**config.mk**
```make
export PLATFORM = sky130hd
export DESIGN_NAME = traceback_64_flat
export DESIGN_NICKNAME = d
export VERILOG_FILES = /design/src/rtl/traceback_64_pkg.sv /design/src/rtl/traceback_64_if.sv /design/src/rtl/traceback_64.sv /design/src/flat_wrapper.sv
export SDC_FILE = /design/constraint.sdc
export NUM_CORES = 1
export LEC_CHECK = 0
export BUFFER_PORTS_ARGS = -buffer_cell sky130_fd_sc_hd__buf_2
export CAP_MARGIN = 30
export CELL_PAD_IN_SITES_DETAIL_PLACEMENT = 0
export CELL_PAD_IN_SITES_GLOBAL_PLACEMENT = 1
export CORE_ASPECT_RATIO = 0.75
export CORE_MARGIN = 3
export CORE_UTILIZATION = 38
export CTS_CLUSTER_DIAMETER = 200
export DETAILED_ROUTE_END_ITERATION = 6
export PLACE_DENSITY = 0.82
export SLEW_MARGIN = 20
export SYNTH_ARGS = -nofsm -noshare
export SYNTH_HDL_FRONTEND = slang
export SYNTH_SLANG_ARGS = --single-unit
```
**constraint.sdc**
```tcl
create_clock -name i_clk -period 3.2 [get_ports i_clk]
set_input_delay 0.16 -clock i_clk [delete_from_list [all_inputs] [get_ports i_clk]]
set_output_delay 0.16 -clock i_clk [all_outputs]
set_load 0.05 [all_outputs]
```
**src/rtl/traceback_64_pkg.sv**
```systemverilog
// traceback_64_pkg
// Shared definitions for the traceback block and the PE array: stripe
// geometry, op codes, direction-memory codes, the matrix selector, the
// traceback state encoding and helpers that clamp end coordinates.
package traceback_64_pkg;

  localparam int N_PE  = 64;
  localparam int N_COL = 400;
  localparam int ROW_W = 6;
  localparam int COL_W = 10;
  localparam int CNT_W = 10;

  typedef enum logic [1:0] {
    OP_M = 2'd0,
    OP_I = 2'd1,
    OP_D = 2'd2
  } op_e;

  typedef enum logic [1:0] {
    VDIR_DIAG = 2'd0,
    VDIR_I    = 2'd1,
    VDIR_D    = 2'd2,
    VDIR_STOP = 2'd3
  } vdir_e;

  // Gap-matrix direction bit: 0 means the gap was opened from V.
  localparam logic DIR_OPEN = 1'b0;

  typedef enum logic [1:0] {
    MAT_V = 2'd0,
    MAT_I = 2'd1,
    MAT_D = 2'd2
  } mat_e;

  typedef enum logic [2:0] {
    ST_IDLE  = 3'd0,
    ST_RD    = 3'd1,
    ST_EVAL  = 3'd2,
    ST_EMIT  = 3'd3,
    ST_FLUSH = 3'd4,
    ST_DONE  = 3'd5
  } state_e;

  typedef struct packed {
    logic stop;
    op_e  op;
    mat_e nextMat;
  } evalRes_t;

  // The one-bit extension keeps the comparison meaningful even when the
  // row port is exactly wide enough to address every PE.
  function automatic logic [ROW_W-1:0] clampRow(input logic [ROW_W-1:0] r);
    if ({1'b0, r} > (ROW_W+1)'(N_PE - 1)) return ROW_W'(N_PE - 1);
    return r;
  endfunction

  function automatic logic [COL_W-1:0] clampCol(input logic [COL_W-1:0] c);
    if ({1'b0, c} > (COL_W+1)'(N_COL - 1)) return COL_W'(N_COL - 1);
    return c;
  endfunction

endpackage

```
**src/rtl/traceback_64_if.sv**
```systemverilog
// traceback_64_if
// Bundles the traceback control inputs, the direction-memory read port and
// the op stream with its handshake.
//   master : the traceback block (drives o_*, receives i_*)
//   slave  : the environment (memory, op consumer, controller)
// Signals:
//   i_start, i_end_row, i_end_col        start pulse and start cell
//   o_rd_en, o_rd_row, o_rd_col          direction-memory read request
//   i_rd_v_dir, i_rd_i_dir, i_rd_d_dir   read data, one cycle after o_rd_en
//   o_op_valid, o_op, i_op_ready         alignment op stream
//   o_busy, o_done, o_op_count           status
interface traceback_64_if;
  import traceback_64_pkg::*;

  logic             i_start;
  logic [ROW_W-1:0] i_end_row;
  logic [COL_W-1:0] i_end_col;

  logic             o_rd_en;
  logic [ROW_W-1:0] o_rd_row;
  logic [COL_W-1:0] o_rd_col;
  logic [1:0]       i_rd_v_dir;
  logic             i_rd_i_dir;
  logic             i_rd_d_dir;

  logic             o_op_valid;
  op_e              o_op;
  logic             i_op_ready;

  logic             o_busy;
  logic             o_done;
  logic [CNT_W-1:0] o_op_count;

  modport master (
    input  i_start, i_end_row, i_end_col,
    input  i_rd_v_dir, i_rd_i_dir, i_rd_d_dir,
    input  i_op_ready,
    output o_rd_en, o_rd_row, o_rd_col,
    output o_op_valid, o_op,
    output o_busy, o_done, o_op_count
  );

  modport slave (
    output i_start, i_end_row, i_end_col,
    output i_rd_v_dir, i_rd_i_dir, i_rd_d_dir,
    output i_op_ready,
    input  o_rd_en, o_rd_row, o_rd_col,
    input  o_op_valid, o_op,
    input  o_busy, o_done, o_op_count
  );

endinterface

```
**src/rtl/traceback_64.sv**
```systemverilog
// traceback_64
// Walks the V/I/D direction matrices of a 64-row stripe backwards from a
// start cell and emits one alignment op (M, I or D) per step. Each step
// costs one memory read; once either the rows or the columns run out,
// the remaining ones are flushed as D or I ops without reads.
// Ports:
//   i_clk  clock
//   i_rst  synchronous active-high reset
//   bus    traceback_64_if.master (control, read port, op stream, status)
module traceback_64 (
  input  logic                  i_clk,
  input  logic                  i_rst,
  traceback_64_if.master        bus
);
  import traceback_64_pkg::*;

  state_e           state_q, state_d;
  logic [ROW_W-1:0] row_q, row_d;
  logic [COL_W-1:0] col_q, col_d;
  logic             rowExh_q, rowExh_d;
  logic             colExh_q, colExh_d;
  mat_e             mat_q, mat_d;
  op_e              op_q, op_d;
  logic [CNT_W-1:0] opCount_q, opCount_d;

  evalRes_t         evalRes;
  logic             opValid;
  logic             handshake;
  logic             consumeRow;
  logic             consumeCol;

  // A V word pointing at I or D is resolved in the same step as if the
  // current matrix were I or D, so every read yields at most one op.
  function automatic evalRes_t evalDir(input mat_e  mat,
                                       input vdir_e vDir,
                                       input logic  iDir,
                                       input logic  dDir);
    evalRes_t res;
    mat_e     eff;
    res.stop    = 1'b0;
    res.op      = OP_M;
    res.nextMat = MAT_V;
    eff         = mat;
    if (mat == MAT_V) begin
      case (vDir)
        VDIR_DIAG: eff = MAT_V;
        VDIR_I:    eff = MAT_I;
        VDIR_D:    eff = MAT_D;
        default:   res.stop = 1'b1;
      endcase
    end
    case (eff)
      MAT_I: begin
        res.op      = OP_I;
        res.nextMat = (iDir == DIR_OPEN) ? MAT_V : MAT_I;
      end
      MAT_D: begin
        res.op      = OP_D;
        res.nextMat = (dDir == DIR_OPEN) ? MAT_V : MAT_D;
      end
      default: begin
        res.op      = OP_M;
        res.nextMat = MAT_V;
      end
    endcase
    return res;
  endfunction

  assign evalRes    = evalDir(mat_q, vdir_e'(bus.i_rd_v_dir),
                              bus.i_rd_i_dir, bus.i_rd_d_dir);
  assign opValid    = (state_q == ST_EMIT) || (state_q == ST_FLUSH);
  assign handshake  = opValid && bus.i_op_ready;
  assign consumeRow = (op_q == OP_M) || (op_q == OP_D);
  assign consumeCol = (op_q == OP_M) || (op_q == OP_I);

  // Row/col index 0 consumed means that axis is exhausted; the flags keep
  // the "past index 0" condition without widening the address registers.
  always_comb begin
    state_d   = state_q;
    row_d     = row_q;
    col_d     = col_q;
    rowExh_d  = rowExh_q;
    colExh_d  = colExh_q;
    mat_d     = mat_q;
    op_d      = op_q;
    opCount_d = opCount_q;
    case (state_q)
      ST_IDLE: begin
        if (bus.i_start) begin
          row_d     = clampRow(bus.i_end_row);
          col_d     = clampCol(bus.i_end_col);
          rowExh_d  = 1'b0;
          colExh_d  = 1'b0;
          mat_d     = MAT_V;
          opCount_d = '0;
          state_d   = ST_RD;
        end
      end
      ST_RD: state_d = ST_EVAL;
      ST_EVAL: begin
        if (evalRes.stop) begin
          state_d = ST_DONE;
        end else begin
          op_d    = evalRes.op;
          mat_d   = evalRes.nextMat;
          state_d = ST_EMIT;
        end
      end
      ST_EMIT, ST_FLUSH: begin
        if (handshake) begin
          opCount_d = opCount_q + CNT_W'(1);
          if (consumeRow) begin
            if (row_q == '0) rowExh_d = 1'b1;
            else             row_d    = row_q - ROW_W'(1);
          end
          if (consumeCol) begin
            if (col_q == '0) colExh_d = 1'b1;
            else             col_d    = col_q - COL_W'(1);
          end
          if (rowExh_d && colExh_d) begin
            state_d = ST_DONE;
          end else if (rowExh_d || colExh_d) begin
            // Only one axis is left, so the flush op never changes.
            state_d = ST_FLUSH;
            op_d    = rowExh_d ? OP_I : OP_D;
          end else begin
            state_d = ST_RD;
          end
        end
      end
      ST_DONE: state_d = ST_IDLE;
      default: state_d = ST_IDLE;
    endcase
  end

  always_ff @(posedge i_clk) begin
    if (i_rst) begin
      state_q   <= ST_IDLE;
      row_q     <= '0;
      col_q     <= '0;
      rowExh_q  <= 1'b0;
      colExh_q  <= 1'b0;
      mat_q     <= MAT_V;
      op_q      <= OP_M;
      opCount_q <= '0;
    end else begin
      state_q   <= state_d;
      row_q     <= row_d;
      col_q     <= col_d;
      rowExh_q  <= rowExh_d;
      colExh_q  <= colExh_d;
      mat_q     <= mat_d;
      op_q      <= op_d;
      opCount_q <= opCount_d;
    end
  end

  assign bus.o_rd_en    = (state_q == ST_RD);
  assign bus.o_rd_row   = row_q;
  assign bus.o_rd_col   = col_q;
  assign bus.o_op_valid = opValid;
  assign bus.o_op       = op_q;
  assign bus.o_busy     = (state_q != ST_IDLE);
  assign bus.o_done     = (state_q == ST_DONE);
  assign bus.o_op_count = opCount_q;

endmodule

```
**src/flat_wrapper.sv**
```systemverilog
// flat-port wrapper written by rule: the top's interface ports become plain ports
module traceback_64_flat import traceback_64_pkg::*;
  (i_clk, i_rst, bus_i_start, bus_i_end_row, bus_i_end_col, bus_i_rd_v_dir, bus_i_rd_i_dir, bus_i_rd_d_dir, bus_i_op_ready, bus_o_rd_en, bus_o_rd_row, bus_o_rd_col, bus_o_op_valid, bus_o_op, bus_o_busy, bus_o_done, bus_o_op_count);
  traceback_64_if bus_i ();
  input  logic i_clk;
  input  logic i_rst;
  input wire logic [$bits(bus_i.i_start)-1:0] bus_i_start;
  input wire logic [$bits(bus_i.i_end_row)-1:0] bus_i_end_row;
  input wire logic [$bits(bus_i.i_end_col)-1:0] bus_i_end_col;
  input wire logic [$bits(bus_i.i_rd_v_dir)-1:0] bus_i_rd_v_dir;
  input wire logic [$bits(bus_i.i_rd_i_dir)-1:0] bus_i_rd_i_dir;
  input wire logic [$bits(bus_i.i_rd_d_dir)-1:0] bus_i_rd_d_dir;
  input wire logic [$bits(bus_i.i_op_ready)-1:0] bus_i_op_ready;
  output wire logic [$bits(bus_i.o_rd_en)-1:0] bus_o_rd_en;
  output wire logic [$bits(bus_i.o_rd_row)-1:0] bus_o_rd_row;
  output wire logic [$bits(bus_i.o_rd_col)-1:0] bus_o_rd_col;
  output wire logic [$bits(bus_i.o_op_valid)-1:0] bus_o_op_valid;
  output wire logic [$bits(bus_i.o_op)-1:0] bus_o_op;
  output wire logic [$bits(bus_i.o_busy)-1:0] bus_o_busy;
  output wire logic [$bits(bus_i.o_done)-1:0] bus_o_done;
  output wire logic [$bits(bus_i.o_op_count)-1:0] bus_o_op_count;
  assign bus_i.i_start = bus_i_start;
  assign bus_i.i_end_row = bus_i_end_row;
  assign bus_i.i_end_col = bus_i_end_col;
  assign bus_i.i_rd_v_dir = bus_i_rd_v_dir;
  assign bus_i.i_rd_i_dir = bus_i_rd_i_dir;
  assign bus_i.i_rd_d_dir = bus_i_rd_d_dir;
  assign bus_i.i_op_ready = bus_i_op_ready;
  assign bus_o_rd_en = bus_i.o_rd_en;
  assign bus_o_rd_row = bus_i.o_rd_row;
  assign bus_o_rd_col = bus_i.o_rd_col;
  assign bus_o_op_valid = bus_i.o_op_valid;
  assign bus_o_op = bus_i.o_op;
  assign bus_o_busy = bus_i.o_busy;
  assign bus_o_done = bus_i.o_done;
  assign bus_o_op_count = bus_i.o_op_count;
  traceback_64 u_core (.i_clk(i_clk), .i_rst(i_rst), .bus(bus_i));
endmodule
```
# Word-level counts from Yosys, hierarchy flattened
# Cells that the tools add are included.
# word_totals
inputBits,24
ff_bits,35
# classes
n_eq_ne,20
order_cmp,1
muxes,53
n_reduce_logical,24
addsub,3
# op_table
cell,count
2-to-1 mux 10 bit,8
one-hot mux 10 bit (2 select lines),2
2-to-1 mux 6 bit,4
2-to-1 mux 2 bit,9
2-to-1 mux 1 bit,17
2-to-1 mux 3 bit,5
AND reduction 5 bit,3
one-hot mux 3 bit (4 select lines),1
one-hot mux 6 bit (2 select lines),1
adder 10 x 1 -> 10 bit (second input constant),1
> comparator 10 x 9 -> 1 bit (second input constant),1
zero test 10 bit,1
!= test 2 bit (second input constant),5
subtractor 10 x 1 -> 10 bit (second input constant),1
!= test 2 x 1 -> 1 bit (second input constant),4
one-hot mux 2 bit (2 select lines),2
one-hot mux 4 bit (2 select lines),1
equality test 2 x 1 -> 1 bit (second input constant),3
equality test 2 bit (second input constant),3
equality test 3 x 2 -> 1 bit (second input constant),2
equality test 3 bit (second input constant),2
zero test 2 bit,3
zero test 6 bit,1
one-hot mux 2 bit (3 select lines),1
other kinds (12),20

# Logic depth before layout (Yosys ltp)
# logic_depth
ltp_word,10
depth_mapped,12
ltp_nobuf,12

# Worst setup path before layout
# No wires, ideal clock.
# synth_path
kind,register to register
startpoint,"register u_core.col_q[0], in the netlist u_core.bus.o_rd_col[0]"
endpoint,"register u_core.op_q[1], in the netlist u_core.bus.o_op[1]"
setup_ns,0.095
t_required_ns,3.105
n_path_buf,0
path_stages_with_launch,13
t_arrival_ns,2.763
setup_slack_ns,0.341
path_cell_list,dfxtp_1 inv_1 ha_1 or4b_1 nor3_2 a21oi_1 inv_1 ha_1 nor3b_1 mux2_2 a22oi_1 a21oi_1 a221oi_1
# synth_between
elab_chain_len,8
elab_cells_between_ends,10
# synth_rtl
element,line_no,text
from (decl),traceback_64.sv:19,"logic [COL_W-1:0] col_q, col_d;"
from (signal assigned),traceback_64.sv:149,col_q <= col_d;
zero test 10 bit *,traceback_64.sv:117,if (col_q == '0) colExh_d = 1'b1;
2-to-1 mux 1 bit *,traceback_64.sv:117,
2-to-1 mux 1 bit *,traceback_64.sv:116,if (consumeCol) begin
2-to-1 mux 1 bit *,traceback_64.sv:110,if (handshake) begin
2-to-1 mux 1 bit *,traceback_64.sv:87,case (state_q)
logical AND 1 bit or logical OR 1 bit (tied branches),"traceback_64.sv:120, traceback_64.sv:122",
!= test 2 bit (no line) or != test 2 x 1 -> 1 bit (tied branches),-,
AND reduction 5 bit (no line) *,-,
to (signal assigned),traceback_64.sv:153,op_q <= op_d;
to (decl),traceback_64.sv:23,"op_e op_q, op_d;"
# Every way passes the cells marked *; elsewhere a longest branch is shown, timed or not. The select of a mux whose other input is x is not followed.
# A chain may end at the register's enable or synchronous reset.

# Worst setup path in the final report
# layout_path
startpoint,"register u_core.col_q[0], in the netlist u_core.bus.o_rd_col[0]"
endpoint,"register u_core.op_q[0], in the netlist u_core.bus.o_op[0]"
# The elaborated chain is that of the path after synthesis.

==> metrics.txt <==
outcome=finished, final reports clean; post-synthesis net count=306; critical path required time=3.42 ns; PortBufs=55; Layout area overhead=18.4%; Internal=0.000840 W; Mapped Cells=274; antenna cells=0; Synth top area share=0.319; syn_area_per_cell=8.03 sq um; number of CTS-inserted buffers=5; highest routed layer=met4; Max Freq=0.348 GHz; chip height=71.9 microns; layout cells sized above 1=0.228; Tmin final=2.88 ns; HPWL Detailed=4330 microns; Initial Util=0.402; IO Pins=56; clock power share=0.196; worst-margin pin slew=0.719 ns; Pwr per Cell Area=576 mW/mm^2; Crit Path Category=flip-flop to flip-flop; largest cells by area after synthesis=dfxtp_1, a21oi_1, ha_1, nand2_1, nor2_1; CP Data Arrival Time=3.10 ns; critical-path maximum fanout=5; final setup fails=0; initial antenna violation count=0; Slew HR=0.517; Slew Limit Fails=0; sequential share of the synthesized area=0.319; WL per Instance=14.7 microns; fin crit share=0.899; Comb pwr share=0.441; VDD IR max=0.000299 V; GRT overflow=0; Final Instance Count excl. Fillers=400; Max-Cap Viols=0; hold buffers post-CTS=0; Main synth FF type=dfxtp_1; Longest Clk Path Bufs=2; Post-Route WL=5860 microns; worst hold path class=input pin to flip-flop; RePlAce Congestion=0.828; Post-synth ARST share=0; TritonCTS clock tree=yes; via count=2166; H-tree Lvls=2; number of DRC markers in iteration 0=104; clock-pin slew on the worst setup and hold paths=0.07 ns; CP startpoint kind=flip-flop; sw power=0.000659 W; die footprint=0.00675 sq mm; met2 wire length=2450 microns; setup TNS=0 ns; Synth area leader=dfxtp_1; clock root buffer master=clkbuf_8; Post-DRT Antenna Nets=0; CORE AREA=0.00547 sq mm; DRT met1 WL=3080 microns; Cell variety after synth=66; Reg power frac=0.363; largest net degree at the start of global routing=28; vias in the first global route=1946; row count=23; Chip Width=93.9 microns; CP Capture Type=flip-flop; Final Hold Viols=0; top-count cell post-synth=dfxtp_1; unrepaired setup endpoints after global routing=no; Switching Share=0.440; DR vias/cell=5.42; GRT Total Usage=0.183; number of flops mapped to enable cells by yosys=0; clk_skew=0.00699 ns; met3 wire length=301 microns; clock tree sinks=35; drt pass-1 iters=4; DRC Markers=0; first-pass GRT wire length=9860 microns; worst-skew pair later-pin latency=0.29 ns; cell count after placement=394; Synth top cells by count=dfxtp_1, a21oi_1, nand2_1, nor2_1, inv_1; flops & latches, synth=35; postcts setup bufs=0; Ys Warns=0; post-CTS sizing=0; synthesized area=0.00220 sq mm; Pleak=1.11 nW; Layout Nets=358
worst max-delay path: stages, from the launching register on:
cell and delay, ns:
dfxtp_1 0.33, inv_1 0.08, ha_1 0.22, or4b_1 0.49
nor3_2 0.33, a21oi_1 0.19, ha_1 0.21, nor3b_1 0.24
mux2_2 0.20, a22oi_1 0.10, a211o_1 0.30, a21oi_1 0.13
area by class of cell:
type / instances / area [sq um]
Clock buffer: 6 / 72.6
Fill cell: 563 / 2860
Inverter: 14 / 52.6
Multi-Input combinational cell: 212 / 1390
Sequential cell: 35 / 701
Tap cell: 75 / 93.8
Timing Repair Buffer: 58 / 298
registers in the layout, summed over array words and instances (netlist names):
signal,count
u_core.bus.o_rd_row,6
u_core.bus.o_rd_col,10
u_core.bus.o_op_count,10
u_core.state_q,3
u_core.rowExh_q,1
u_core.bus.o_op,2
u_core.colExh_q,1
u_core.mat_q,2
logic make-up after synthesis:
kind of cell,synth area share
adders and majority gates,0.0455
DFF,0.319
muxes,0.00967
AOI/OAI and AO/OA,0.259
buffers and inverters,0.0506
and+or+nand+nor,0.284
xor gates and xnor gates,0.0319
routing by layer:
metal,track usage,up-vias
li1,-,1117
met1,0.284,999
met2,0.251,46
met3,0.0508,4
met4,0.0337,0
met5,0,-
power by group through the flow:
stage | logic [W] | clock network (W) | registers, W
final | 0.000661 | 0.000294 | 0.000544
after global routing | 0.000731 | 0.000327 | 0.000554
after CTS | 0.000662 | 0.000309 | 0.000542
after detailed placement | 0.000658 | 0 | 0.000552
after global placement | 0.000657 | 0 | 0.000550
after floorplan | 0.000417 | 0 | 0.000643
through the flow:
step	util	hold slack, ns	setup WS (ns)	area [sq um]	power [W]
global route	0.476	0.136	0.0440	2610	0.00161
finish	0.476	0.138	0.322	2610	0.00150
CTS	0.476	0.128	0.311	2610	0.00151
global placement	0.463	0.432	0.452	2530	0.00121
detailed placement	0.463	0.438	0.353	2530	0.00121
floorplan	-	0.320	0.341	2200	0.00106
path summary, 6_finish.rpt:
| check | from | end | slack (ns) | cells after the start |
|---|---|---|---|---|
| min reg2reg | u_core.rowExh_q | u_core.rowExh_q | 0.47 | 2 |
| max | u_core.bus.o_rd_col[0] | u_core.bus.o_op[0] | 0.32 | 11 |
| min | bus_i_rd_i_dir | u_core.mat_q[0] | 0.14 | 3 |
| max reg2reg | u_core.bus.o_rd_col[0] | u_core.bus.o_op[0] | 0.32 | 11 |
cells in the final DEF, fill, tap and decap left out, drive strengths merged, types with 4 or more instances in the layout:
master / Yosys / routed
nand3: 11 / 11
buf: 4 / 58
o21ai: 17 / 17
clkbuf: 9 / 6
nor3: 10 / 10
inv: 14 / 14
dfxtp: 35 / 35
or3: 7 / 7
xor2: 6 / 6
ha: 8 / 8
nor2: 24 / 24
nor3b: 7 / 7
a21oi: 34 / 34
or4: 4 / 4
nand2: 22 / 22
(Power assumes the default switching activity.)
